$ cat src/rtl/id_ex_reg.sv
// ID/EX pipeline register: captures decoded fields, operands and control at the end of ID.
// Holds on stall, loads an all-zero bubble on flush or reset, and gates side-effecting control for invalid slots.
module id_ex_reg #(
  parameter int DATA_WIDTH     = 32,
  parameter int REG_ADDR_WIDTH = 5
) (
  input  logic                      i_clk,
  input  logic                      i_reset,
  input  logic                      i_stall,
  input  logic                      i_flush,
  input  logic                      i_valid,
  input  logic [DATA_WIDTH-1:0]     i_pc_plus4,
  input  logic [DATA_WIDTH-1:0]     i_rs_data,
  input  logic [DATA_WIDTH-1:0]     i_rt_data,
  input  logic [DATA_WIDTH-1:0]     i_imm_ext,
  input  logic [4:0]                i_shamt,
  input  logic [REG_ADDR_WIDTH-1:0] i_rs_addr,
  input  logic [REG_ADDR_WIDTH-1:0] i_rt_addr,
  input  logic [REG_ADDR_WIDTH-1:0] i_rd_addr,
  input  logic [5:0]                i_opcode,
  input  logic [5:0]                i_func_code,
  input  logic                      i_reg_write,
  input  logic                      i_mem_read,
  input  logic                      i_mem_write,
  input  logic                      i_mem_to_reg,
  input  logic                      i_alu_src,
  input  logic                      i_mem_unsigned,
  input  logic [1:0]                i_reg_dst,
  input  logic [1:0]                i_mem_width,
  output logic                      o_valid,
  output logic [DATA_WIDTH-1:0]     o_pc_plus4,
  output logic [DATA_WIDTH-1:0]     o_rs_data,
  output logic [DATA_WIDTH-1:0]     o_rt_data,
  output logic [DATA_WIDTH-1:0]     o_imm_ext,
  output logic [4:0]                o_shamt,
  output logic [REG_ADDR_WIDTH-1:0] o_rs_addr,
  output logic [REG_ADDR_WIDTH-1:0] o_rt_addr,
  output logic [REG_ADDR_WIDTH-1:0] o_rd_addr,
  output logic [5:0]                o_opcode,
  output logic [5:0]                o_func_code,
  output logic                      o_reg_write,
  output logic                      o_mem_read,
  output logic                      o_mem_write,
  output logic                      o_mem_to_reg,
  output logic                      o_alu_src,
  output logic                      o_mem_unsigned,
  output logic [1:0]                o_reg_dst,
  output logic [1:0]                o_mem_width
);

  typedef struct packed {
    logic                      valid;
    logic [DATA_WIDTH-1:0]     pc_plus4;
    logic [DATA_WIDTH-1:0]     rs_data;
    logic [DATA_WIDTH-1:0]     rt_data;
    logic [DATA_WIDTH-1:0]     imm_ext;
    logic [4:0]                shamt;
    logic [REG_ADDR_WIDTH-1:0] rs_addr;
    logic [REG_ADDR_WIDTH-1:0] rt_addr;
    logic [REG_ADDR_WIDTH-1:0] rd_addr;
    logic [5:0]                opcode;
    logic [5:0]                func_code;
    logic                      reg_write;
    logic                      mem_read;
    logic                      mem_write;
    logic                      mem_to_reg;
    logic                      alu_src;
    logic                      mem_unsigned;
    logic [1:0]                reg_dst;
    logic [1:0]                mem_width;
  } entry_t;

  entry_t entry_d, entry_q;

  // An all-zero entry is SLL r0,r0,0: the bubble used by both flush and reset.
  always_comb begin
    entry_d = entry_q;
    if (i_flush) begin
      entry_d = '0;
    end else if (!i_stall) begin
      entry_d.valid        = i_valid;
      entry_d.pc_plus4     = i_pc_plus4;
      entry_d.rs_data      = i_rs_data;
      entry_d.rt_data      = i_rt_data;
      entry_d.imm_ext      = i_imm_ext;
      entry_d.shamt        = i_shamt;
      entry_d.rs_addr      = i_rs_addr;
      entry_d.rt_addr      = i_rt_addr;
      entry_d.rd_addr      = i_rd_addr;
      entry_d.opcode       = i_opcode;
      entry_d.func_code    = i_func_code;
      // A non-valid slot must never write the register file or memory.
      entry_d.reg_write    = i_reg_write  & i_valid;
      entry_d.mem_read     = i_mem_read   & i_valid;
      entry_d.mem_write    = i_mem_write  & i_valid;
      entry_d.mem_to_reg   = i_mem_to_reg & i_valid;
      entry_d.alu_src      = i_alu_src;
      entry_d.mem_unsigned = i_mem_unsigned;
      entry_d.reg_dst      = i_reg_dst;
      entry_d.mem_width    = i_mem_width;
    end
  end

  always_ff @(posedge i_clk) begin
    if (i_reset) begin
      entry_q <= '0;
    end else begin
      entry_q <= entry_d;
    end
  end

  assign o_valid        = entry_q.valid;
  assign o_pc_plus4     = entry_q.pc_plus4;
  assign o_rs_data      = entry_q.rs_data;
  assign o_rt_data      = entry_q.rt_data;
  assign o_imm_ext      = entry_q.imm_ext;
  assign o_shamt        = entry_q.shamt;
  assign o_rs_addr      = entry_q.rs_addr;
  assign o_rt_addr      = entry_q.rt_addr;
  assign o_rd_addr      = entry_q.rd_addr;
  assign o_opcode       = entry_q.opcode;
  assign o_func_code    = entry_q.func_code;
  assign o_reg_write    = entry_q.reg_write;
  assign o_mem_read     = entry_q.mem_read;
  assign o_mem_write    = entry_q.mem_write;
  assign o_mem_to_reg   = entry_q.mem_to_reg;
  assign o_alu_src      = entry_q.alu_src;
  assign o_mem_unsigned = entry_q.mem_unsigned;
  assign o_reg_dst      = entry_q.reg_dst;
  assign o_mem_width    = entry_q.mem_width;

endmodule

$ cat config.mk
export PLATFORM = sky130hd
export DESIGN_NAME = id_ex_reg
export DESIGN_NICKNAME = d
export VERILOG_FILES = /design/src/rtl/id_ex_reg.sv
export SDC_FILE = /design/constraint.sdc
export NUM_CORES = 1
export LEC_CHECK = 0
export CAP_MARGIN = 20
export CORE_AREA = 3 3 134 136
export DETAILED_ROUTE_END_ITERATION = 12
export DIE_AREA = 0 0 137 139
export PLACE_DENSITY = 0.81
export SETUP_SLACK_MARGIN = 0.15
export SLEW_MARGIN = 10
export SYNTH_ARGS = -nofsm -noshare
export SYNTH_HDL_FRONTEND = slang
export SYNTH_SLANG_ARGS = --single-unit
$ cat constraint.sdc
create_clock -name i_clk -period 3.5 [get_ports i_clk]
set_clock_uncertainty 0.1 [all_clocks]
set_input_delay 1.05 -clock i_clk [delete_from_list [all_inputs] [get_ports i_clk]]
set_output_delay 1.05 -clock i_clk [all_outputs]
set_load 0.005 [all_outputs]
==> reports/summary.txt, run 1 <==
CTS sink count: 171
Vias in the first global route: 5,238
Worst R2R End: o_pc_plus4[10]
Final Hold Viols: 0
Worst slew pin tran: 0.5643 ns
Clock buffer depth: 2
Hold_buf cts: 0
Routed Antenna Nets: 0
Crit-path cells: clkdlybuf4s50_1
Hold crit path type: reg -> reg
Post-synthesis async set-or-reset flop share: 0%
Post-route setup TNS: 0 ns
Placed cell count: 1,101
Post-synth net total: 732
CP Data Arrival Time: 1.34 ns
Slowest cell on the critical path: clkdlybuf4s50_1
Cell Area, Synth: 6116 sq um
Total grt overflow: 0
Std cell rows: 48
Global-route wire length before repair: 27,230 um
Max-slew violations: 0
Final cycle utilization of the critical path: 71.14%
Fillers: 1,457
Final WL: 17,370 um
Hold Crit Depth: 2
Hold EP: o_mem_to_reg
Flops & latches, synth: 171
Final cell utilization of the core: 60.16%
Syn_area_per_cell: 10.98 sq um
Worst Path Required: 2.35 ns
Ys flop type: dfxtp_1
Max_slew headroom: 62.38%
PostCTS Resize Cnt: 0
Wire per inst: 15.33 um
# port buffers: 345
Hpwl dp: 12,970 um
CORE AREA: 17,060 sq um
CP endpoint kind: output port
Top post-synthesis cells by area: dfxtp_1 (56%), mux2i_1 (27%), nor2_1 (10%), buf_6 (3.3%), buf_4 (1.2%)
Yosys Warn Count: 0
Max VDD drop: 0.2998 mV
Fraction of layout cells with a size suffix above 1: 4.956%
Setup ws final: 1.010 ns
DR vias: 5,096
Die H: 139 um
First-pass iteration count of the detailed router: 4
Total power: 4385 uW
Hold path start: o_mem_to_reg
Flop-to-flop setup slack: 2.74 ns
Initial Utilization: 35.86%
Top-count cell post-synth: dfxtp_1
Final GP Congestion: 0.7576
Post-synth EDFFs: 0
H-tree depth: 4
Maxcap violations: 0
Worst setup path class: reg -> out
Status: completed
Final Non-Filler Cells: 1,133
CP max stage delay: 0.54 ns
Vias per cell: 4.498
Fmax: 0.4016 GHz
Worst r2r path cells: 2
Crit start category: flip-flop
Clock-pin slew on the worst setup and hold paths: 0.07 ns
Buf/Inv on CP: 1
Area Growth Syn to Fin: 67.78%
Number of diodes: 0
Final nets: 1,070
Setup bufs post-CTS: 0
Area leader, netlist: dfxtp_1
Top cells by count, synth: dfxtp_1 (171), mux2i_1 (167), nor2_1 (167)
Yosys cell types: 11
Share of the synthesized area in the top cell type: 55.97%
Seq/Total Area, Yosys: 55.97%
Die ar.: 19,040 sq um
Worst-Skew Late Latency: 0.42 ns
Mapped Cells: 557
Top Family by Delay on Critical Path: buffers and inverters
Iteration-0 DRC Markers: 138
Post-Place Worst Slack: 0.8632 ns
Num CTS Buffers: 17
CTS tree: yes
Peak fanout along the critical path: 2
Root Buffer: clkbuf_16
Power per cell area: 427.4 nW/um^2
Largest net degree at the start of global routing: 58
Post-route DRC: 0
Worst r2r src: o_pc_plus4[10]
Boundary pin count: 346
Die width: 137 um
Leakage: 0.004237 uW
Unrepaired setup endpoints after global routing: no
Final setup viols: 0
GRT Total Usage: 18.03%
Crit path time final: 2.490 ns
Antenna violations before repair: 0
worst max path at each step:
stage | slack (ns) | startpoint | cells after the start | endpoint
global placement | 0.90 | i_reset | 4 | o_imm_ext[9]
global route | 0.95 | o_pc_plus4[10] | 1 | o_pc_plus4[10]
floorplan | 1.56 | i_stall | 5 | o_rs_data[0]
CTS | 0.96 | o_pc_plus4[10] | 1 | o_pc_plus4[10]
detailed placement | 0.86 | i_flush | 4 | o_imm_ext[25]
finish | 1.01 | o_pc_plus4[10] | 1 | o_pc_plus4[10]
cells in the final DEF, fill, tap and decap left out, types with 2 or more instances in the layout:
cell type          n
clkdlybuf4s50_1  344
clkbuf_16         17
inv_6              3
inv_8              2
clkinvlp_4         3
nand3b_1           4
buf_12             6
buf_4              7
clkbuf_1           2
a21oi_1            4
dfxtp_1          171
nand2_1            4
nor2_1           167
clkinv_4           4
mux2i_1          167
layout make-up:
cell class / instances / area, sq um / area share [%]
clock inverter: 12 / 106.4 / 1.036
tap: 225 / 281.5 / 2.744
timing repair buffer: 358 / 3631 / 35.39
sequential: 171 / 3423 / 33.36
clock buffer: 20 / 446.7 / 4.353
multi-input combinational: 347 / 2372 / 23.12
metrics by stage:
stage | hold slack, ns | area, sq um
floorplan | 0.3562 | 6116
global placement | 0.3480 | 9708
detailed placement | 0.3566 | 9708
CTS | 0.3695 | 10260
global route | 0.3922 | 10260
finish | 0.3674 | 10260
layer usage:
metal | share of wire [%] | up-vias | global-route usage (%)
li1 | - | 2522 | -
met3 | 11 | 17 | 8.091
met5 | 0 | - | 0
met4 | 1.3 | 0 | 5.305
met1 | 38 | 2340 | 19.90
met2 | 49 | 217 | 30.98
power by group:
group	internal (uW)	leakage (uW)	switching, uW
clock	949	0.000262	815
combinational	384	0.00258	196
sequential	2010	0.00139	32.4
logic make-up after synthesis:
logic type	after synthesis	share of synthesized area, %
muxes	167	27.33
DFF	171	55.97
and+or+nand+nor	176	11.09
buffers and inverters	39	5.278
AOI/OAI and AO/OA	4	0.3273
(Power assumes the default switching activity.)
==> inputs of run 2 (changes only) <==
- CORE_AREA: 3 3 134 136 -> 3 3 137 139
- DIE_AREA: 0 0 137 139 -> 0 0 140 142
- clock period: 3.5 -> 2.2 ns (I/O delays scaled with it)
==> reports/summary.txt, run 2 (synthesized netlist as in run 1, its figures left out) <==
Status: completed
Highest metal used: met4
Area Growth Syn to Fin: 71.22%
Crit path time final: 2.010 ns
Largest net degree at the start of global routing: 65 (+12%)
Seq pwr share: 46.2% (-0.4 points)
H-tree depth: 4 (unchanged)
Max VDD drop: 0.5446 mV (+82%)
Worst Path Required: 1.44 ns (-0.91 ns)
Post-route setup TNS: 0 ns (unchanged)
Die ar.: 19,880 sq um (+4.4%)
# port buffers: 345 (unchanged)
Top Family by Delay on Critical Path: buffers and inverters
Final GP Congestion: 0.7852 (+3.6%)
Root Buffer: clkbuf_16
Die H: 142 um (+2.2%)
Worst slew pin tran: 0.3632 ns (-0.2011 ns)
Vias per cell: 4.500 (about the same)
First-pass iteration count of the detailed router: 4 (unchanged)
Clk network pwr share: 41.0% (+0.8 points)
Commonest non-fill, non-tap cell in the layout: clkdlybuf4s50_1
Leakage: 0.005959 uW (+41%)
CTS tree: yes
Worst-Skew Late Latency: 0.41 ns (about the same)
Comb pwr share: 12.8% (-0.4 points)
Final setup viols: 0 (unchanged)
Post-route DRC: 0 (unchanged)
Crit-path cells: clkdlybuf4s50_1
Wire per inst: 15.80 um (+3.0%)
Clock-pin slew on the worst setup and hold paths: 0.07 ns (about the same)
CP endpoint kind: output port
Clock buffer depth: 2 (unchanged)
Setup ws final: 0.1905 ns (-0.8196 ns)
Unrepaired setup endpoints after global routing: yes
Buf/Inv on CP: 1 (unchanged)
Crit start category: flip-flop
Worst setup path class: reg -> out
Switching portion of total power: 24.44% (+0.66 points)
Flop-to-flop setup slack: 1.43 ns (-1.31 ns)
Num CTS Buffers: 17 (unchanged)
Max-slew violations: 0 (unchanged)
Antenna violations before repair: 0 (unchanged)
CP max stage delay: 0.51 ns (-0.03 ns)
Power per cell area: 671.0 nW/um^2 (+57%)
CORE AREA: 17,780 sq um (+4.2%)
Final WL: 17,960 um (+3.4%)
Final cycle utilization of the critical path: 91.34%
Hold crit path type: reg -> reg
Peak fanout along the critical path: 2 (unchanged)
Iteration-0 DRC Markers: 141 (+2.2%)
Register area: 3460 sq um (+1.1%)
CP Data Arrival Time: 1.25 ns (-0.09 ns)
Routed Antenna Nets: 0 (unchanged)
Post-route design area: 10,470 sq um (+2.0%)
Max_slew headroom: 75.79% (+13 points)
Area occupied by multi-input gates: 2372 sq um (unchanged)
Number of diodes: 0 (unchanged)
Final nets: 1,070 (unchanged)
DR vias: 5,116 (+0.39%)
Met2 WL: 8742 um (+2.4%)
Die width: 140 um (+2.2%)
Post-Place Worst Slack: 0.2650 ns (-0.5981 ns)
Vias in the first global route: 5,042 (-3.7%)
Fmax: 0.4976 GHz
Std cell rows: 49 (+2.1%)
Total grt overflow: 0 (unchanged)
Slowest cell on the critical path: clkdlybuf4s50_1
WL met3: 1604 um (-18%)
Boundary pin count: 346 (unchanged)
Fraction of layout cells with a size suffix above 1: 8.370% (+3.4 points)
Hpwl dp: 13,450 um (+3.7%)
Switching power: 1717 uW (+65%)
Fillers: 1,510 (+3.6%)
Placed Area: 9751 sq um (+0.44%)
P_int: 5309 uW (+59%)
GRT Total Usage: 17.36% (-0.67 points)
CTS sink count: 171 (unchanged)
M1 WL: 7262 um (+9.3%)
Initial Utilization: 34.40% (-1.5 points)
Global-route wire length before repair: 27,480 um (+0.94%)
Final Hold Viols: 0 (unchanged)
Maxcap violations: 0 (unchanged)
Hold slack: 0.3585 ns (-0.008872 ns)
Most frequent cells in the layout: clkdlybuf4s50_1 (200), mux2i_1 (167), nor2_1 (167)
Hold_buf cts: 0 (unchanged)
[run 2: cell count changes in the layout (fill, tap and decap cells not counted), moves of 3 or more]
cell	previous run	this run
clkinvlp_4	3	0
dfxtp_2	0	29
buf_4	7	4
inv_6	3	6
dlymetal6s2s_1	0	80
clkdlybuf4s50_1	344	200
dfxtp_1	171	142
dlygate4sd2_1	0	64
buf_12	6	9
[run 2: what timing repair did]
item                                    CTS  global route
buffers inserted                          0             0
hold endpoints to repair                  0             0
endpoints found under the setup margin   69            97
resized for setup                        74            99
[run 2: path summary, 6_finish.rpt]
path,from,to,cells past startpoint
worst min-delay path,o_mem_to_reg,o_mem_to_reg,2
worst max register to register,o_pc_plus4[12],o_pc_plus4[12],2
worst min register to register,o_mem_to_reg,o_mem_to_reg,2
worst max-delay path,o_rt_addr[0],o_rt_addr[0],1
[run 2: metrics by stage]
step | total power (uW) | instances | util, %
after floorplan | 3683 | 557 | -
after global placement | 4246 | 1105 | 54.84
after detailed placement | 4262 | 1105 | 54.84
after CTS | 7145 | 1137 | 57.64
after global routing | 7345 | 1137 | 58.90
final | 7026 | 1137 | 58.90
[run 2: routing by layer]
layer / up-vias / track usage, %
met5: - / 0
met4: 0 / 5.303
met3: 22 / 6.317
met2: 219 / 29.60
met1: 2352 / 20.59
li1: 2523 / -
[run 2: layout make-up]
| type | count | share of cell area (%) |
|---|---|---|
| repair buffers | 358 | 36.18 |
| clock inverters | 14 | 1.195 |
| clock buffers | 18 | 4.194 |
| multi-input cells | 347 | 22.66 |
| well taps | 229 | 2.736 |
| flip-flops and latches | 171 | 33.04 |
[run 2: power groups by stage]
stage          Clock (uW)  Sequential (uW)  Combinational [uW]
6_report             2880             3250                 897
5_1_grt              3120             3260                 966
4_1_cts              2980             3250                 922
3_5_place_dp            0             3320                 943
3_3_place_gp            0             3310                 931
2_1_floorplan           0             3320                 358
==> inputs of run 3 (changes only) <==
- CTS_CLUSTER_DIAMETER: unset -> 30
==> results of run 3 <==
Same layout as run 2: the final DEF is identical, and so are final timing and power.
